### src/rtl/if_id_skid_stage.sv
// rtl/if_id_skid_stage.sv - IF/ID pipeline boundary with 2-entry skid buffer, flush and stall counter
//
// Purpose:
//   Registered valid/ready boundary between fetch and decode. A main register
//   drives decode and a skid register absorbs one extra payload, so in_ready_o
//   comes from registered state only and full throughput is sustained under
//   backpressure. A flush empties both entries and leaves a bubble on the output.
//
// Ports:
//   clk_i        in   1       clock, rising edge
//   rst_i        in   1       asynchronous reset, active-high
//   in_valid_i   in   1       fetch presents valid payload
//   in_ready_o   out  1       stage can accept payload this cycle
//   in_data_i    in   DATA_W  fetch payload {address, instr, pc_add4}
//   out_valid_o  out  1       decode payload valid
//   out_ready_i  in   1       decode accepts payload this cycle
//   out_data_o   out  DATA_W  decode payload (BUBBLE_DATA when not valid)
//   flush_i      in   1       discard held and incoming payload
//   occupancy_o  out  2       entries held: 0, 1 or 2
//   stall_cnt_o  out  CNT_W   saturating count of valid & ~ready cycles

module if_id_skid_stage #(
    parameter int                 DATA_W      = 96,
    parameter logic [DATA_W-1:0]  BUBBLE_DATA = '0,
    parameter int                 CNT_W       = 16
) (
    input  logic              clk_i,
    input  logic              rst_i,
    input  logic              in_valid_i,
    output logic              in_ready_o,
    input  logic [DATA_W-1:0] in_data_i,
    output logic              out_valid_o,
    input  logic              out_ready_i,
    output logic [DATA_W-1:0] out_data_o,
    input  logic              flush_i,
    output logic [1:0]        occupancy_o,
    output logic [CNT_W-1:0]  stall_cnt_o
);

    // Encoding equals the number of entries held, so occupancy is the state itself.
    typedef enum logic [1:0] {
        ST_EMPTY = 2'd0,
        ST_ONE   = 2'd1,
        ST_FULL  = 2'd2
    } state_t;

    state_t             state_q, state_d;
    logic [DATA_W-1:0]  main_q, main_d;
    logic [DATA_W-1:0]  skid_q, skid_d;
    logic [CNT_W-1:0]   stall_cnt_q, stall_cnt_d;

    logic accept;
    logic pop;

    // Handshake outputs depend on registered state only; out_ready_i never
    // reaches in_ready_o combinationally.
    assign in_ready_o  = (state_q != ST_FULL);
    assign out_valid_o = (state_q != ST_EMPTY);
    assign out_data_o  = main_q;
    assign occupancy_o = state_q;
    assign stall_cnt_o = stall_cnt_q;

    assign accept = in_valid_i & in_ready_o;
    assign pop    = out_valid_o & out_ready_i;

    always_comb begin
        state_d = state_q;
        main_d  = main_q;
        skid_d  = skid_q;

        if (flush_i) begin
            // Flush wins over everything; an accept in this cycle is dropped.
            state_d = ST_EMPTY;
            main_d  = BUBBLE_DATA;
            skid_d  = BUBBLE_DATA;
        end else begin
            case (state_q)
                ST_EMPTY: begin
                    if (accept) begin
                        state_d = ST_ONE;
                        main_d  = in_data_i;
                    end
                end
                ST_ONE: begin
                    if (accept && pop) begin
                        main_d = in_data_i;
                    end else if (accept) begin
                        // Decode stalled: newer payload parks behind main.
                        state_d = ST_FULL;
                        skid_d  = in_data_i;
                    end else if (pop) begin
                        state_d = ST_EMPTY;
                        main_d  = BUBBLE_DATA;
                    end
                end
                ST_FULL: begin
                    if (pop) begin
                        state_d = ST_ONE;
                        main_d  = skid_q;
                        skid_d  = BUBBLE_DATA;
                    end
                end
                default: begin
                    state_d = ST_EMPTY;
                    main_d  = BUBBLE_DATA;
                    skid_d  = BUBBLE_DATA;
                end
            endcase
        end
    end

    // Stall counter is independent of flush and saturates at all-ones.
    always_comb begin
        stall_cnt_d = stall_cnt_q;
        if (out_valid_o && !out_ready_i && (stall_cnt_q != {CNT_W{1'b1}})) begin
            stall_cnt_d = stall_cnt_q + CNT_W'(1);
        end
    end

    always_ff @(posedge clk_i or posedge rst_i) begin
        if (rst_i) begin
            state_q     <= ST_EMPTY;
            main_q      <= BUBBLE_DATA;
            skid_q      <= BUBBLE_DATA;
            stall_cnt_q <= '0;
        end else begin
            state_q     <= state_d;
            main_q      <= main_d;
            skid_q      <= skid_d;
            stall_cnt_q <= stall_cnt_d;
        end
    end

endmodule

### config.mk
export PLATFORM = sky130hd
export DESIGN_NAME = if_id_skid_stage
export DESIGN_NICKNAME = d
export VERILOG_FILES = /design/src/rtl/if_id_skid_stage.sv
export SDC_FILE = /design/constraint.sdc
export NUM_CORES = 1
export LEC_CHECK = 0
export ABC_AREA = 0
export BUFFER_PORTS_ARGS = -buffer_cell sky130_fd_sc_hd__buf_2
export CORE_ASPECT_RATIO = 1.25
export CORE_MARGIN = 2
export CORE_UTILIZATION = 52
export DETAILED_ROUTE_END_ITERATION = 8
export MAX_ROUTING_LAYER = met4
export PLACE_DENSITY = 0.77
export SYNTH_ARGS = -nofsm -noshare
export SYNTH_HDL_FRONTEND = slang
export SYNTH_SLANG_ARGS = --single-unit
### constraint.sdc
create_clock -name clk_i -period 11.85 [get_ports clk_i]
set_input_delay 1.185 -clock clk_i [delete_from_list [all_inputs] [get_ports clk_i]]
set_output_delay 1.185 -clock clk_i [all_outputs]
set_load 0.005 [all_outputs]
# After elaboration in Yosys (flattened, before gate mapping)
# Index checks and enable logic that the tools add are counted.
word_totals:
  regBits: 210
  input_bits: 101
  out_inout_bits: 116
op_classes:
  muxes: 17
  addsub: 1
  n_bitwise: 2
  n_eq_ne: 12
  n_reduce_logical: 9
op_table:
  columns: ["op", "n"]
  rows:
  - ["two-way mux 96 bit", 8]
  - ["case mux 96 bit (3 select lines)", 2]
  - ["adder 16 x 1 -> 16 bit (second input constant)", 1]
  - ["inequality test 16 bit (second input constant)", 1]
  - ["two-way mux 2 bit", 6]
  - ["inequality test 3 bit (second input constant)", 4]
  - ["inequality test 4 bit (second input constant)", 3]
  - ["AND reduction 4 bit", 3]
  - ["case mux 2 bit (3 select lines)", 1]
  - ["inequality test 2 bit (second input constant)", 2]
  - ["logical AND 1 bit", 3]
  - ["bitwise AND 1 bit", 2]
  - ["equality test 2 x 1 -> 1 bit (second input constant)", 1]
  - ["equality test 2 bit (second input constant)", 1]
  - ["zero test 2 bit", 1]
  - ["nonzero test 2 bit", 1]
  - ["zero test 1 bit", 1]

# Longest topological paths before layout
depth:
  word_depth: 7
  mapped_depth: 8

# Least setup slack after synthesis
# No wires, ideal clock.
synth_timing:
  kind: "register to output"
  start: "register state_q[1] (netlist: occupancy_o[1])"
  end: "output in_ready_o"
  setup_slack_ps: 9437
  required_time_ps: 10665
  path_stages_with_launch: 7
  t_arrival_ps: 1228
  cell_sequence: "dfrtp_1 > buf_2 > nor2b_1 > buf_2 > buf_2 > buf_2 > inv_1"
synth_via:
  elab_chain_cells: 1
synth_lines:
  columns: ["item", "line", "source"]
  rows:
  - ["start: declaration", "47", "state_t state_q, state_d;"]
  - ["start signal: assignment", "127", "state_q <= state_d;"]
  - ["inequality test 2 bit", "57", "assign in_ready_o = (state_q != ST_FULL);"]
  - ["end: declaration", "30", "output logic in_ready_o,"]
# Every way passes these cells.

# Worst setup path after layout
# Same ends and word-level chain as after synthesis.

==> flow_summary.ini <==
[status]
status = complete, no violations

[clock_network]
cts.path.max_buffers = 3
cts_tree = done
clock_sinks = 210
cts_buffers = 21
path_clk_slew_ns = 0.06
h-tree-depth = 1
insertion_delay_ns = 0.49
postCtsSetupBuffers = 0
postCtsHoldBufs = 0
cts-root-buf = clkbuf_16
cts_resized = 0

[final_layout]
postLayoutCoreUtil_pct = 64.1
synthToLayoutAreaGrowth_pct = 19.9
n_fill_cell = 1424
post_route_cells_drive_above_1_share_pct = 26.3
nets = 1119
design_area_um2 = 11300

[setup_path]
crit_start = occupancy_o[1]
end_kind = output port
worst_setup_path_start_kind = flip-flop
crit_fanout = 11
worstPathRequired_ns = 10.67
regToRegEndpoint = skid_q[15]
critical_path_class = reg -> out
cp-endpoint = in_ready_o
r2r_slack_ns = 9.40
r2r-start = occupancy_o[0]
cp_data_arrival_time_ns = 1.65
r2r_cells = 5

[grt]
grt_usage_pct = 24.5
grt_pass1_vias = 7204
grt_max_degree = 134
grt_pass1_wl_mm = 37.0
antenna_found_initial = 2
overflow = 0

[pwr]
leakagePower_nw = 5.61
internal-power_w = 0.00128
power.share.clock_pct = 40.4
net-switching-power_w = 0.000440
pwr-share-seq_pct = 46.7
combPwrFrac_pct = 12.9
ir_worst_vdd_uv = 110
sw_frac_of_total_pct = 25.5
power_density_nw_per_um2 = 153

[timing]
final_hold_viol_count = 0
timing.setup.tns_ns = 0
worst_pin_slew_ns = 1.18
slew_headroom_pct = 21.4
setup_viol = 0
rsz0062_at_grt = no
slew_violations = 0
period_minus_slack_ns = 2.84
fmax_mhz = 352
skew_ns = 0.00968
whs_ns = 0.485
finalCritPeriodShare_pct = 23.9

[routing]
drt_iter0_drc = 601
viasPerCell = 5.71
wl_per_cell_um = 18.2
drc = 0
drtAntennaViolNets = 0
firstDrtPassIters = 4
vias = 7178
wirelength_mm = 22.9

[floorplanning]
die_area_um2 = 19100
pin_count = 217
rows = 54
die_w_um = 124
initial_core_util_pct = 53.4
dieHeight_um = 154
core-area_um2 = 17600

[place]
hpwl_mm = 13.5
place.gp.congestion = 0.829
detailed_place.area_um2 = 10500
port_buffers = 216

[logic_synthesis]
syn-mean-instance-area_um2 = 11.2
post_synth_num_cell_types = 34
yosysWarnings = 0
syn_area_um2 = 9390
synth_nets = 938
synth_edf_count = 0
ys_ff_latch = 210
yosysSeqAreaShare_pct = 56.0
synth-async-reset-ratio_pct = 100
netlist_instances = 836
yosys_most_used_dff = dfrtp_1

[job]
cap_viol_max_count = 0

[worst_hold_path]
holdCritPathClass = reg -> reg
power groups by stage:
stage	combinational [W]	sequential, W	clock, W
6_report	0.000223	0.000804	0.000696
5_1_grt	0.000248	0.000811	0.000738
4_1_cts	0.000226	0.000804	0.000710
3_5_place_dp	0.000225	0.000815	0
3_3_place_gp	0.000220	0.000815	0
2_1_floorplan	0.000136	0.000812	0
cells by family (layout without fill, tap and decap cells):
family	Yosys count	in the layout	synth area share [%]
AO/OA/AOI/OAI	200	200	17.5
XOR/XNOR	15	15	1.40
adder cells (fa/ha/maj)	1	1	0.133
buffers and inverters	168	363	7.67
flip-flops	210	210	56.0
multiplexers	99	99	10.6
other	0	3	0
AND/OR/NAND/NOR	143	143	6.68
cells in the final DEF, fill, tap and decap left out, drive strengths merged, types with 2 or more instances in the layout:
cell        n
buf       225
clkinv      2
nand3       6
a22oi      96
dfrtp     210
bufinv      3
clkinvlp    2
clkbuf     30
nand2     101
nand4       4
o2bb2ai    97
xnor2       3
nor2        9
inv       101
nor2b       4
xor2       12
nor4        3
mux2i      98
diode       3
nor3        9
a21oi       3
final cells by class:
| class | count | area (um2) | area share (%) |
|---|---|---|---|
| Inverter | 101 | 387 | 3.44 |
| Clock buffer | 30 | 609 | 5.41 |
| Tap cell | 224 | 280 | 2.49 |
| Multi-Input combinational cell | 458 | 3450 | 30.7 |
| Antenna cell | 3 | 7.51 | 0.0667 |
| Clock inverter | 7 | 115 | 1.02 |
| Timing Repair Buffer | 225 | 1150 | 10.2 |
| Sequential cell | 210 | 5260 | 46.7 |
through the flow:
step / cells / setup slack [ns] / total power (W)
after floorplan: 836 / 4.93 / 0.000948
after global placement: 1218 / 8.79 / 0.00104
after detailed placement: 1218 / 8.79 / 0.00104
after CTS: 1255 / 8.99 / 0.00174
after global routing: 1257 / 8.93 / 0.00180
final: 1258 / 9.01 / 0.00172
layer usage:
layer	track usage, %	up-vias	wire, um
met5	-	-	0
met4	5.19	0	346
met3	4.68	28	1560
met2	39.0	249	11200
met1	33.1	3611	9790
li1	-	3290	-
worst min path at each step:
stage                    from              to  slack (ns)  cells past startpoint
6_report        out_data_o[7]   out_data_o[7]        0.49                      1
5_1_grt         out_data_o[1]   out_data_o[1]        0.49                      1
4_1_cts        out_data_o[27]  out_data_o[27]        0.49                      1
3_5_place_dp   out_data_o[27]  out_data_o[27]        0.47                      1
3_3_place_gp   out_data_o[58]  out_data_o[58]        0.47                      1
2_1_floorplan   out_data_o[0]   out_data_o[0]        0.48                      1
critical path, cell delays in order (launching register included):
cell     delay (ns)
dfrtp_1        0.58
nor2b_4        0.39
inv_1          0.07
buf_2          0.13
flip-flops by register name, indices dropped and copies added, names as in the netlist:
name,count
out_data_o,96
stall_cnt_o,16
occupancy_o,2
skid_q,96
synth_stat cells, drive strengths merged, types with 3 or more instances:
cell type / instances / area share (%)
nand3: 6 / 0.32
inv: 101 / 4.0
xor2: 12 / 1.1
buf: 51 / 3.0
a21oi: 3 / 0.20
nand4: 4 / 0.43
dfrtp: 210 / 56
nor4: 3 / 0.20
nor2b: 4 / 0.27
nor2: 9 / 0.41
xnor2: 3 / 0.28
nand2: 101 / 4.0
nor3: 9 / 0.48
o2bb2ai: 97 / 9.1
mux2i: 98 / 10
clkbuf: 16 / 0.64
a22oi: 96 / 7.7
Note: power is estimated with default switching activity, not from simulation.
